## src/rtl/cordic_ui_pkg.sv

```systemverilog
`default_nettype none
// +----------------------------------------------------------------------+
// | Package  : cordic_ui_pkg                                             |
// | Purpose  : Shared definitions for the CORDIC session controller:     |
// |            FSM state encoding, ASCII command bytes, print_line bit   |
// |            positions and a small sizing helper.                      |
// | Revision : 1.0 - initial release                                     |
// +----------------------------------------------------------------------+
package cordic_ui_pkg;

  typedef enum logic [3:0] {
    ST_WELCOME   = 4'd0,
    ST_ASK       = 4'd1,
    ST_WAIT_CMD  = 4'd2,
    ST_ENTRY     = 4'd3,
    ST_SETTLE    = 4'd4,
    ST_CALC      = 4'd5,
    ST_RESULT    = 4'd6,
    ST_EXIT_WAIT = 4'd7,
    ST_HALT      = 4'd8
  } state_t;

  // ASCII command bytes: '0'+k selects source k, 'C' continues, 'E' exits
  localparam logic [7:0] c_cmd_src_base = 8'h30;
  localparam logic [7:0] c_cmd_clear    = 8'h43;
  localparam logic [7:0] c_cmd_exit     = 8'h45;

  // print_line bit positions
  localparam int c_pl_w      = 6;
  localparam int c_pl_ask    = 0;
  localparam int c_pl_err    = 1;
  localparam int c_pl_enter  = 2;
  localparam int c_pl_tag    = 3;
  localparam int c_pl_result = 4;
  localparam int c_pl_exit   = 5;

  // Largest of three limits, floored at 2 so derived widths are never zero
  function automatic int max3(input int a, input int b, input int c);
    int m;
    m = 2;
    if (a > m) m = a;
    if (b > m) m = b;
    if (c > m) m = c;
    return m;
  endfunction

endpackage
`default_nettype wire

```

## src/rtl/delay_counter.sv

```systemverilog
`default_nettype none
// +----------------------------------------------------------------------+
// | Module   : delay_counter                                             |
// | Purpose  : Loadable down-counter with terminal-count flag. Shared by |
// |            the welcome hold, settle delay and entry timeout.         |
// | Ports    : clk, reset (async, active-high)                           |
// |            load      - load load_val this cycle (wins over count)    |
// |            load_val  - value to count down from                      |
// |            tc        - high while the count is zero                  |
// | Revision : 1.0 - initial release                                     |
// +----------------------------------------------------------------------+
module delay_counter #(
  parameter int CNT_W = 8
) (
  input  logic             clk,
  input  logic             reset,
  input  logic             load,
  input  logic [CNT_W-1:0] load_val,
  output logic             tc
);

  logic [CNT_W-1:0] cnt_q;
  logic [CNT_W-1:0] cnt_d;

  // Saturates at zero so the count never wraps
  always_comb begin
    cnt_d = cnt_q;
    if (load) begin
      cnt_d = load_val;
    end else if (cnt_q != '0) begin
      cnt_d = cnt_q - 1'b1;
    end
  end

  always_ff @(posedge clk or posedge reset) begin
    if (reset) begin
      cnt_q <= '0;
    end else begin
      cnt_q <= cnt_d;
    end
  end

  assign tc = (cnt_q == '0);

endmodule
`default_nettype wire

```

## src/rtl/cordic_session_ctrl.sv

```systemverilog
`default_nettype none
// +----------------------------------------------------------------------+
// | Module   : cordic_session_ctrl                                       |
// | Purpose  : User-session sequencer around a CORDIC handler: welcome   |
// |            screen, command prompt, source selection, angle capture   |
// |            with range check/timeout, settle delay, start/busy, and   |
// |            continue/exit prompt. All outputs are registered.         |
// | Ports    : clk, reset (async, active-high)                           |
// |            cmd_valid/cmd_code   - ASCII command strobe and byte      |
// |            src_en/src_valid/src_angle - per-source enable & data     |
// |            cordic_start/cordic_angle/cordic_done/busy - CORDIC i/f   |
// |            welcome/print_line/disp_src - VGA controls                |
// | Revision : 1.0 - initial release                                     |
// +----------------------------------------------------------------------+
module cordic_session_ctrl
  import cordic_ui_pkg::*;
#(
  parameter int NUM_SRC     = 2,
  parameter int ANGLE_W     = 9,
  parameter int WELCOME_CYC = 100000000,
  parameter int SETTLE_CYC  = 50,
  parameter int SRC_TIMEOUT = 0,
  parameter int ANGLE_MAX   = 359
) (
  input  logic                       clk,
  input  logic                       reset,
  input  logic                       cmd_valid,
  input  logic [7:0]                 cmd_code,
  output logic [NUM_SRC-1:0]         src_en,
  input  logic [NUM_SRC-1:0]         src_valid,
  input  logic [NUM_SRC*ANGLE_W-1:0] src_angle,
  output logic                       cordic_start,
  output logic [ANGLE_W-1:0]         cordic_angle,
  input  logic                       cordic_done,
  output logic                       welcome,
  output logic [5:0]                 print_line,
  output logic [2:0]                 disp_src,
  output logic                       busy
);

  localparam int c_cnt_w = $clog2(max3(WELCOME_CYC, SETTLE_CYC, SRC_TIMEOUT));
  localparam bit c_timeout_en = (SRC_TIMEOUT > 0);

  // Counts run from limit-1 down to 0, so terminal count lands exactly limit clocks after load
  localparam logic [c_cnt_w-1:0] c_ld_welcome = c_cnt_w'(WELCOME_CYC - 1);
  localparam logic [c_cnt_w-1:0] c_ld_settle  = c_cnt_w'(SETTLE_CYC - 1);
  localparam logic [c_cnt_w-1:0] c_ld_timeout = c_cnt_w'(c_timeout_en ? SRC_TIMEOUT - 1 : 0);
  localparam logic [ANGLE_W-1:0] c_angle_max  = ANGLE_W'(ANGLE_MAX);

  state_t               state_q, state_d;
  logic                 welcome_q, welcome_d;
  logic [c_pl_w-1:0]    print_line_q, print_line_d;
  logic [NUM_SRC-1:0]   src_en_q, src_en_d;
  logic [2:0]           disp_src_q, disp_src_d;
  logic                 cordic_start_q, cordic_start_d;
  logic                 busy_q, busy_d;
  logic [ANGLE_W-1:0]   cordic_angle_q, cordic_angle_d;

  logic                 w_cnt_load;
  logic [c_cnt_w-1:0]   w_cnt_val;
  logic                 w_cnt_tc;

  logic                 w_sel_valid;
  logic [ANGLE_W-1:0]   w_sel_angle;
  logic                 w_cmd_legal;
  logic [2:0]           w_cmd_idx;
  logic [NUM_SRC-1:0]   w_cmd_onehot;
  logic                 w_angle_bad;

  delay_counter #(
    .CNT_W (c_cnt_w)
  ) u_delay_counter (
    .clk      (clk),
    .reset    (reset),
    .load     (w_cnt_load),
    .load_val (w_cnt_val),
    .tc       (w_cnt_tc)
  );

  // Source mux keyed by the latched selection, and command-byte decode
  always_comb begin
    w_sel_valid  = 1'b0;
    w_sel_angle  = '0;
    w_cmd_legal  = 1'b0;
    w_cmd_idx    = '0;
    w_cmd_onehot = '0;
    for (int k = 0; k < NUM_SRC; k++) begin
      if (disp_src_q == 3'(k)) begin
        w_sel_valid = src_valid[k];
        w_sel_angle = src_angle[k*ANGLE_W +: ANGLE_W];
      end
      if (cmd_code == (c_cmd_src_base + 8'(k))) begin
        w_cmd_legal     = 1'b1;
        w_cmd_idx       = 3'(k);
        w_cmd_onehot[k] = 1'b1;
      end
    end
  end

  assign w_angle_bad = (w_sel_angle > c_angle_max);

  // State register and registered outputs
  always_ff @(posedge clk or posedge reset) begin
    if (reset) begin
      state_q        <= ST_WELCOME;
      welcome_q      <= 1'b0;
      print_line_q   <= '0;
      src_en_q       <= '0;
      disp_src_q     <= '0;
      cordic_start_q <= 1'b0;
      busy_q         <= 1'b0;
      cordic_angle_q <= '0;
    end else begin
      state_q        <= state_d;
      welcome_q      <= welcome_d;
      print_line_q   <= print_line_d;
      src_en_q       <= src_en_d;
      disp_src_q     <= disp_src_d;
      cordic_start_q <= cordic_start_d;
      busy_q         <= busy_d;
      cordic_angle_q <= cordic_angle_d;
    end
  end

  // Next-state logic
  always_comb begin
    state_d = state_q;
    case (state_q)
      ST_WELCOME:   if (welcome_q && w_cnt_tc) state_d = ST_ASK;
      ST_ASK:       state_d = ST_WAIT_CMD;
      ST_WAIT_CMD:  if (cmd_valid && w_cmd_legal) state_d = ST_ENTRY;
      ST_ENTRY: begin
        // A valid entry on the timeout cycle still counts as entered
        if (w_sel_valid) begin
          state_d = w_angle_bad ? ST_ASK : ST_SETTLE;
        end else if (c_timeout_en && w_cnt_tc) begin
          state_d = ST_ASK;
        end
      end
      ST_SETTLE:    if (w_cnt_tc) state_d = ST_CALC;
      ST_CALC:      if (cordic_done) state_d = ST_RESULT;
      ST_RESULT:    state_d = ST_EXIT_WAIT;
      ST_EXIT_WAIT: begin
        if (cmd_valid && cmd_code == c_cmd_clear) begin
          state_d = ST_ASK;
        end else if (cmd_valid && cmd_code == c_cmd_exit) begin
          state_d = ST_HALT;
        end
      end
      ST_HALT:      state_d = ST_HALT;
      default:      state_d = ST_WELCOME;
    endcase
  end

  // Output and counter-control logic
  always_comb begin
    welcome_d      = welcome_q;
    print_line_d   = print_line_q;
    src_en_d       = src_en_q;
    disp_src_d     = disp_src_q;
    cordic_start_d = 1'b0;
    busy_d         = busy_q;
    cordic_angle_d = cordic_angle_q;
    w_cnt_load     = 1'b0;
    w_cnt_val      = '0;
    case (state_q)
      ST_WELCOME: begin
        // welcome_q low marks the first cycle after reset: start the hold
        if (!welcome_q) begin
          welcome_d  = 1'b1;
          w_cnt_load = 1'b1;
          w_cnt_val  = c_ld_welcome;
        end else if (w_cnt_tc) begin
          welcome_d  = 1'b0;
        end
      end
      ST_ASK: begin
        print_line_d[c_pl_ask] = 1'b1;
      end
      ST_WAIT_CMD: begin
        if (cmd_valid) begin
          if (w_cmd_legal) begin
            src_en_d                 = w_cmd_onehot;
            disp_src_d               = w_cmd_idx;
            print_line_d[c_pl_enter] = 1'b1;
            print_line_d[c_pl_tag]   = 1'b1;
            print_line_d[c_pl_err]   = 1'b0;
            w_cnt_load               = 1'b1;
            w_cnt_val                = c_ld_timeout;
          end else begin
            print_line_d[c_pl_err]   = 1'b1;
          end
        end
      end
      ST_ENTRY: begin
        if ((w_sel_valid && w_angle_bad) ||
            (!w_sel_valid && c_timeout_en && w_cnt_tc)) begin
          print_line_d[c_pl_err]   = 1'b1;
          print_line_d[c_pl_enter] = 1'b0;
          print_line_d[c_pl_tag]   = 1'b0;
          src_en_d                 = '0;
        end else if (w_sel_valid) begin
          cordic_angle_d = w_sel_angle;
          src_en_d       = '0;
          w_cnt_load     = 1'b1;
          w_cnt_val      = c_ld_settle;
        end
      end
      ST_SETTLE: begin
        if (w_cnt_tc) begin
          cordic_start_d = 1'b1;
          busy_d         = 1'b1;
        end
      end
      ST_CALC: begin
        if (cordic_done) busy_d = 1'b0;
      end
      ST_RESULT: begin
        print_line_d[c_pl_result] = 1'b1;
        print_line_d[c_pl_exit]   = 1'b1;
      end
      ST_EXIT_WAIT: begin
        if (cmd_valid && (cmd_code == c_cmd_clear || cmd_code == c_cmd_exit)) begin
          print_line_d = '0;
        end
      end
      ST_HALT: begin
        welcome_d    = 1'b0;
        print_line_d = '0;
        src_en_d     = '0;
        busy_d       = 1'b0;
      end
      default: begin
        welcome_d = 1'b0;
      end
    endcase
  end

  assign src_en       = src_en_q;
  assign cordic_start = cordic_start_q;
  assign cordic_angle = cordic_angle_q;
  assign welcome      = welcome_q;
  assign print_line   = print_line_q;
  assign disp_src     = disp_src_q;
  assign busy         = busy_q;

endmodule
`default_nettype wire

```

## config.mk

```make
export PLATFORM = sky130hd
export DESIGN_NAME = cordic_session_ctrl
export DESIGN_NICKNAME = d
export VERILOG_FILES = /design/src/rtl/cordic_ui_pkg.sv /design/src/rtl/delay_counter.sv /design/src/rtl/cordic_session_ctrl.sv
export SDC_FILE = /design/constraint.sdc
export NUM_CORES = 1
export LEC_CHECK = 0
export BUFFER_PORTS_ARGS = -buffer_cell sky130_fd_sc_hd__buf_2
export CORE_MARGIN = 10
export CORE_UTILIZATION = 60
export DETAILED_ROUTE_END_ITERATION = 12
export PLACE_DENSITY = 0.85
export SLEW_MARGIN = 20
export SYNTH_ARGS = -nofsm -noshare
export SYNTH_HDL_FRONTEND = slang
export SYNTH_HIERARCHICAL = 1
export SYNTH_SLANG_ARGS = --single-unit
```

## constraint.sdc

```tcl
create_clock -name clk -period 4.92 [get_ports clk]
set_input_delay 0.492 -clock clk [delete_from_list [all_inputs] [get_ports clk]]
set_output_delay 0.492 -clock clk [all_outputs]
set_load 0.02 [all_outputs]
```

==> Word-level counts from Yosys, hierarchy flattened <==
Index checks and enable logic that the tools add are counted.
{ "word_totals": {"reg_bits": 54, "wordCells": 116, "output_inout_bits": 23, "in_bits": 32} }
{ "classes": {"bitwise": 1, "add_sub_neg": 1, "n_lt_le_gt_ge": 1, "n_eq_ne": 24, "reduce_logical": 27, "muxes": 50} }
{ "op_table": {"columns": ["operator", "n"], "rows": [
  ["2-to-1 mux 27 bit", 3],
  ["one-hot mux 27 bit (2 select lines)", 1],
  ["one-hot mux 4 bit (9 select lines)", 1],
  ["2-to-1 mux 4 bit", 7],
  ["logical NOT 27 bit", 1],
  ["nonzero test 27 bit", 1],
  ["subtractor 27 x 1 -> 27 bit (second input constant)", 1],
  ["2-to-1 mux 1 bit", 18],
  ["2-to-1 mux 6 bit", 3],
  ["2-to-1 mux 9 bit", 2],
  ["inequality test 2 bit (second input constant)", 9],
  ["== test 4 x 3 -> 1 bit (second input constant)", 4],
  ["== test 8 x 6 -> 1 bit (second input constant)", 2],
  ["== test 8 x 7 -> 1 bit (second input constant)", 2],
  ["one-hot mux 2 bit (3 select lines)", 2],
  ["one-hot mux 3 bit (4 select lines)", 1],
  ["nonzero test 3 bit", 4],
  ["2-to-1 mux 2 bit", 5],
  ["greater-than comparator 9 bit (second input constant)", 1],
  ["2-to-1 mux 3 bit", 3],
  ["one-hot mux 1 bit (3 select lines)", 3],
  ["AND reduction 3 bit", 3],
  ["== test 4 x 2 -> 1 bit (second input constant)", 2],
  ["AND reduction 4 bit", 2],
  ["other kinds (16)", 23]
]} }

==> Longest topological paths before layout <==
Gate-level depths: netlist of run 1.
{ "depth": {"word_depth": 8, "mapped_depth": 12} }

==> Hierarchy <==
Netlist of run 1, hierarchy kept.
{ "by_module_without_submodules": {"columns": ["module", "cells_per_inst", "area_each_um2", "n_inst"], "rows": [
  ["delay_counter", 161, 1555.2, 1],
  ["cordic_session_ctrl", 158, 1463.9, 1]
]} }

==> Worst setup path after synthesis of run 1 <==
Ideal clock, no wire load.
{ "synth_path": {"kind": "register -> register", "from": "register state_q[1]", "to": "register u_delay_counter.cnt_q[2]", "n_path_buf": 3, "path_slack_ns": 1.533, "required_time_ns": 4.825, "setup_ns": 0.095, "synth_period_minus_slack_ns": 3.387, "arrival_time_ns": 3.291, "path_stages_with_launch": 10, "path_cell_list": "dfrtp_1 -> or2_2 -> nor4_1 -> or2_2 -> nand2b_1 -> clkbuf_1 -> clkbuf_1 -> clkbuf_1 -> nand2_1 -> o31ai_1"} }
{ "synth_via": {"elab_chain_len": 3} }
{ "synth_rtl": {"columns": ["item", "line", "rtl"], "rows": [
  ["start: declaration", "cordic_session_ctrl.sv:50", "state_t state_q, state_d;"],
  ["start signal: assignment", "cordic_session_ctrl.sv:114", "state_q <= state_d;"],
  ["== test 4 x 2 -> 1 bit or logical NOT 4 bit (tied branches)", "cordic_session_ctrl.sv:166", "case (state_q)"],
  ["one-hot mux 1 bit (3 select lines) (*)", "cordic_session_ctrl.sv:166", null],
  ["via w_cnt_load", "cordic_session_ctrl.sv:59", "logic w_cnt_load;"],
  ["2-to-1 mux 27 bit or nonzero test 2 bit (tied branches)", null, null],
  ["end signal: assignment", "delay_counter.sv:39", "cnt_q <= cnt_d;"],
  ["end: declaration", "delay_counter.sv:22", "logic [CNT_W-1:0] cnt_q;"]
]} }
Mark *: on every way through the listed nets, which the timed path passes. The rest lies on a longest branch.
A chain may end at the register's enable or synchronous reset.

==> Final worst setup path of run 1 <==
{ "layout_path": {"from": "register u_delay_counter.cnt_q[0]", "to": "register state_q[0]"} }
{ "layout_via": {"elab_chain_len": 4} }
{ "layout_rtl": {"columns": ["item", "line", "rtl"], "rows": [
  ["logical NOT 27 bit (*)", "delay_counter.sv:43", "assign tc = (cnt_q == '0);"],
  ["via w_cnt_tc", "cordic_session_ctrl.sv:61", "logic w_cnt_tc;"],
  ["logical AND 1 bit", "cordic_session_ctrl.sv:129", "ST_WELCOME: if (welcome_q && w_cnt_tc) state_d = ST_ASK;"],
  ["inequality test 2 bit (no line)", null, null],
  ["AND reduction 6 bit (no line) (*)", null, null]
]} }
Marks and branches as above.

==> impl_metrics.ini, run 1 <==
[synth]
synthTopCellsByCount = dfrtp_1 (50), nand2_1 (32), nor2_1 (30)
synthArstFlopShare_pct = 100
netlist_instances = 319
yosysWarnings = 6
netlist.area_leader.share_pct = 41.4
ys_seq_area_share_pct = 41.4
syn-cell-area_sq_um = 3020
synth_edf_count = 0
yosysTopAreaCell = dfrtp_1
avgSynthCellArea_sq_um = 9.46
synth.area.top_cells = dfrtp_1 (41%), o31ai_1 (6.0%), xnor2_1 (4.1%)
yosysUniqueCellTypes = 65
synth_ff_type = dfrtp_1
post-synth-top-count-cell = dfrtp_1
ys_seq_elements = 50

[flow_run]
cap_violations = 0

[clock_network]
cts_tree = yes
clkSinkCount = 50
cts_made_buffers = 5
cts.path.max_buffers = 2
ctsResizeCount = 0
clock-root-buffer = clkbuf_8
ctsHoldBuffers = 0
clk_pin_slew_ns = 0.09
clk_latency_ns = 0.30
post_cts.repair.setup_buffers = 0
htreeDepth = 2

[floorplan]
dieWidth_um = 90.9
core.rowCount = 25
die_area_sq_um = 8270
start_util_pct = 63.1
ios = 55
core-area_sq_um = 4790
die_h_um = 90.9

[global_route]
grt-ovfl-total = 0
grt_max_degree = 43
grt_pass1_vias = 2618
grtUsageTotal_pct = 16.7
grt_pass1_wl_um = 12000
antenna_found_initial = 0

[finish]
area_growth_pct = 12.4
drive_gt1_share_pct = 22.5
diodes = 0
nNetsFinal = 401
fillerInstances = 372
fin_area_sq_um = 3390

[worst_setup_path]
cp_max_fo = 12
cp_data_required_time_ns = 5.08
worstPathArrival_ns = 3.36
start_kind = flip-flop
reg2reg_setup_slack_ns = 1.72
startpoint = u_delay_counter/cnt_q[0]$_DFFE_PP0P_
worst-setup-path-type = flip-flop to flip-flop
r2r_start = u_delay_counter/cnt_q[0]$_DFFE_PP0P_
reg2regPathDepth = 9
endpoint_kind = flip-flop
r2r_end = state_q[0]$_DFFE_PP0P_
crit_path_end = state_q[0]$_DFFE_PP0P_

[timing]
setup_viol = 0
setup_tns_ns = 0
finalClockSkew_ns = 0.00918
tightest_slew_ns = 0.894
timing.fmax_mhz = 313
final_hold_viol_count = 0
slew_viol_final = 0
fin_crit_sh_pct = 65.0
max_slew_margin_pct = 40.3
finalCriticalPeriod_ns = 3.20
rsz0062_at_grt = false

[placement]
gp_congestion = 0.837
dp_hpwl_um = 5020
place_area_sq_um = 3300
portBuffers = 52

[route]
drt_pass1_iterations = 4
ant_nets = 0
viasPerCell = 5.94
drcViolationCount = 0
drt-total-wl_um = 6800
wl_per_cell_um = 15.6
drtIter0Drc = 260
vias = 2588

[pwr]
irDropWorstVdd_mv = 0.304
p_leak_nw = 1.44
p_per_area_nw_per_um2 = 564

[min_path]
min_path_type = input port to async pin

[outcome]
status = finished clean
through the flow:
stage / setup WS [ns] / util [%] / total power [mW] / hold WS [ns] / std cells
after floorplan: 1.53 / - / 1.44 / 0.494 / 328
after global placement: 1.90 / 68.9 / 1.63 / 0.470 / 428
after detailed placement: 1.80 / 68.9 / 1.66 / 0.485 / 428
after CTS: 1.75 / 70.9 / 1.92 / 0.404 / 436
after global routing: 1.58 / 70.9 / 2.07 / 0.290 / 436
final: 1.72 / 70.9 / 1.91 / 0.246 / 436
metal layers:
layer / up-vias / wire (um) / track usage (%)
met2: 100 / 3120 / 25.8
met3: 4 / 603 / 5.76
met5: - / 0 / 0
met4: 0 / 32 / 3.00
li1: 1241 / - / -
met1: 1243 / 3050 / 22.2
critical path, stage by stage (launching register included):
cell,delay (ns)
dfrtp_1,0.41
inv_1,0.10
ha_1,0.19
or3b_2,0.51
or4b_4,0.63
nor4b_4,0.62
o211ai_1,0.18
nand2_1,0.13
o211a_1,0.19
a311oi_2,0.10
report_power, final:
| group | internal, mW | switching, mW |
|---|---|---|
| Clock | 0.113 | 0.134 |
| Sequential | 0.575 | 0.209 |
| Combinational | 0.389 | 0.493 |
| Total | 1.08 | 0.836 |
cells by family (layout without fill, tap and decap cells):
logic type | count (synthesis) | count (layout) | share of synthesized area (%)
other | 1 | 10 | 0.124
muxes | 18 | 18 | 6.34
buffers and inverters | 35 | 76 | 5.93
xor gates and xnor gates | 22 | 22 | 6.38
adders and majority gates | 1 | 1 | 0.414
DFF | 50 | 50 | 41.4
and+or+nand+nor | 118 | 118 | 21.3
AOI/OAI and AO/OA | 74 | 74 | 18.0
layout make-up:
cell class | instances | area, sq um | area share (%)
multi-input combinational | 243 | 1630 | 48.0
timing repair buffer | 56 | 290 | 8.55
clock buffer | 6 | 82.6 | 2.43
sequential | 50 | 1250 | 36.9
clock inverter | 2 | 12.5 | 0.369
tap | 67 | 83.8 | 2.47
inverter | 12 | 45.0 | 1.33
sequential cells by signal, summed over array words and instances (netlist names):
| register | count |
|---|---|
| src_en | 2 |
| state_q | 4 |
| busy | 1 |
| disp_src | 1 |
| cordic_angle | 9 |
| u_delay_counter/cnt_q | 27 |
| print_line | 4 |
| welcome | 1 |
| cordic_start | 1 |
worst min-delay path by stage:
stage	from	endpoint	slack (ns)
5_1_grt	reset	u_delay_counter/cnt_q[26]$_DFFE_PP0P_	0.29
3_3_place_gp	busy$_DFFE_PP0P_	busy$_DFFE_PP0P_	0.47
6_report	reset	u_delay_counter/cnt_q[26]$_DFFE_PP0P_	0.25
2_1_floorplan	reset	busy$_DFFE_PP0P_	0.49
4_1_cts	reset	print_line[4]$_DFFE_PP0P_	0.40
3_5_place_dp	cordic_angle[8]$_DFFE_PP0P_	cordic_angle[8]$_DFFE_PP0P_	0.49
layout by cell type, fill, tap and decap left out, types with 3 or more instances in the layout:
cell	instances
buf_2	52
dfrtp_1	50
nand2_1	32
nor2_1	30
o31ai_1	24
a21oi_1	15
xnor2_1	14
mux2i_1	12
inv_1	11
nor3_1	10
conb_1	10
xor2_1	8
clkbuf_8	6
or4_1	5
a31oi_1	4
o21ai_0	4
mux2_2	4
nand3b_1	4
nor2b_1	4
buf_4	4
nor4_1	4
nand2b_1	3
or2_2	3
nand3_1	3
o21a_1	3
No activity file was read; power rests on OpenSTA's default activity.
==> run 2: changes to the inputs <==
--- a/config.mk
+++ b/config.mk
@@ -7,9 +7,9 @@
 export LEC_CHECK = 0
 export BUFFER_PORTS_ARGS = -buffer_cell sky130_fd_sc_hd__buf_2
 export CORE_MARGIN = 10
-export CORE_UTILIZATION = 60
+export CORE_UTILIZATION = 56
 export DETAILED_ROUTE_END_ITERATION = 12
-export PLACE_DENSITY = 0.85
+export PLACE_DENSITY = 0.8
 export SLEW_MARGIN = 20
 export SYNTH_ARGS = -nofsm -noshare
 export SYNTH_HDL_FRONTEND = slang
==> constraint.sdc (replaced) <==
create_clock -name clk -period 3 [get_ports clk]
set_input_delay 0.3 -clock clk [delete_from_list [all_inputs] [get_ports clk]]
set_output_delay 0.3 -clock clk [all_outputs]
set_load 0.02 [all_outputs]
==> impl_metrics.ini, run 2 (same netlist as run 1, synthesis figures left out) <==
[pwr]
p_sw_share_pct = 41.1
p_int_mw = 1.97
p_per_area_nw_per_um2 = 952
p_comb_share_pct = 46.0
power.switching_mw = 1.38
irDropWorstVdd_mv = 0.466
p_leak_nw = 1.50
clkPwrFrac_pct = 17.1
seqPwrFrac_pct = 36.9

[clock_network]
ctsResizeCount = 0
clkSinkCount = 50
htreeDepth = 2
ctsHoldBuffers = 0
clock-root-buffer = clkbuf_8
clk_pin_slew_ns = 0.09
cts_tree = yes
cts_made_buffers = 5
clk_latency_ns = 0.30
cts.path.max_buffers = 2
post_cts.repair.setup_buffers = 0

[global_route]
grt_pass1_vias = 2584
grt-ovfl-total = 0
grt_pass1_wl_um = 11900
antenna_found_initial = 0
grt_max_degree = 28
grtUsageTotal_pct = 16.5

[floorplan]
ios = 55
core-area_sq_um = 5170
die_area_sq_um = 8730
start_util_pct = 58.4
die_h_um = 93.4
core.rowCount = 26
dieWidth_um = 93.4

[worst_setup_path]
endpoint_kind = flip-flop
crit_family = simple AND/OR/NAND/NOR gates
start_kind = flip-flop
crit_buf_inv = 1
cp_data_required_time_ns = 3.21
worst-setup-path-type = flip-flop to flip-flop
worstPathCellList = inv_1 -> ha_1 -> or3b_2 -> or4b_4 -> nor4b_4 -> o211ai_1 -> nand2_1 -> a21oi_1 -> a311oi_2
cp_max_fo = 4
max_stage_delay_ns = 0.58
worstPathArrival_ns = 3.04
crit_slowest_cell = or4b_4

[finish]
area_growth_pct = 16.5
fin_area_sq_um = 3520
nNetsFinal = 407
regMostFlops = u_delay_counter/cnt_q
stdcell_count = 445
diodes = 0
layout_commonest_cell = buf_2
fin_util_pct = 68.0
largest_reg_flops = 27
layout_common_cells = buf_2 (52), dfrtp_1 (50), nand2_1 (32), nor2_1 (30), o31ai_1 (24)
drive_gt1_share_pct = 23.7

[timing]
slew_viol_final = 0
rsz0062_at_grt = false
max_slew_margin_pct = 40.1
final_hold_viol_count = 0
fin_crit_sh_pct = 94.4
timing.fmax_mhz = 353
tightest_slew_ns = 0.897
timing.hold.ws_ns = 0.0470
setup_viol = 0
setup_tns_ns = 0
finalClockSkew_ns = 0.00620
finalCriticalPeriod_ns = 2.83

[min_path]
min_path_type = input port to async pin

[placement]
gp_congestion = 0.822
dp_hpwl_um = 5160
place_area_sq_um = 3360
dp.cells = 435
portBuffers = 52

[route]
drcViolationCount = 0
vias = 2525
drtIter0Drc = 157
viasPerCell = 5.67
ant_nets = 0
drt-total-wl_um = 6960
wl_per_cell_um = 15.6
drt_pass1_iterations = 4

[flow_run]
cap_violations = 0

[outcome]
status = finished clean
[run 2: cell types whose count changed in the layout (fill, tap and decap cells not counted), sizes merged]
cell / change
buf: +6
bufinv: +2
clkinv: -1
clkinvlp: -1
[run 2: cell type report]
class                   count  area (sq um)
clock buffers               6          82.6
clock inverters             2          60.1
fillers                   378          1660
inverters                  12          45.0
multi-input cells         243          1630
flip-flops and latches     50          1250
well taps                  70          87.6
repair buffers             62           360
[run 2: metal layers]
metal | vias up | track usage, % | share of wire [%]
li1 | 1246 | - | -
met1 | 1181 | 21.0 | 45
met2 | 87 | 25.8 | 46
met3 | 11 | 5.04 | 6.6
met4 | 0 | 5.78 | 1.5
met5 | - | 0 | 0
[run 2: power groups by stage]
stage	Sequential [mW]	Clock [mW]	Combinational [mW]
final	1.23	0.574	1.54
after detailed placement	1.23	0	1.53
after global placement	1.22	0	1.49
after global routing	1.28	0.616	1.71
after floorplan	1.26	0	1.10
after CTS	1.23	0.592	1.54
[run 2: stage by stage]
step / setup WS (ns) / total power [mW]
3_5_place_dp: 0.223 / 2.76
4_1_cts: 0.137 / 3.36
2_1_floorplan: 0.0239 / 2.36
3_3_place_gp: 0.288 / 2.72
5_1_grt: 0.0113 / 3.61
6_report: 0.169 / 3.35
[run 2: path summary, 6_finish.rpt]
check / startpoint / endpoint / slack [ns] / cells past startpoint
worst max-delay path: u_delay_counter/cnt_q[0]$_DFFE_PP0P_ / state_q[0]$_DFFE_PP0P_ / 0.17 / 9
worst min-delay path: reset / u_delay_counter/cnt_q[14]$_DFFE_PP0P_ / 0.05 / 2
worst max register to register: u_delay_counter/cnt_q[0]$_DFFE_PP0P_ / state_q[0]$_DFFE_PP0P_ / 0.17 / 9
worst min register to register: busy$_DFFE_PP0P_ / busy$_DFFE_PP0P_ / 0.50 / 1
max in group asynchronous: reset / busy$_DFFE_PP0P_ / 2.26 / 2
min in group clk: cmd_code[0] / disp_src[0]$_DFFE_PP0P_ / 0.28 / 3
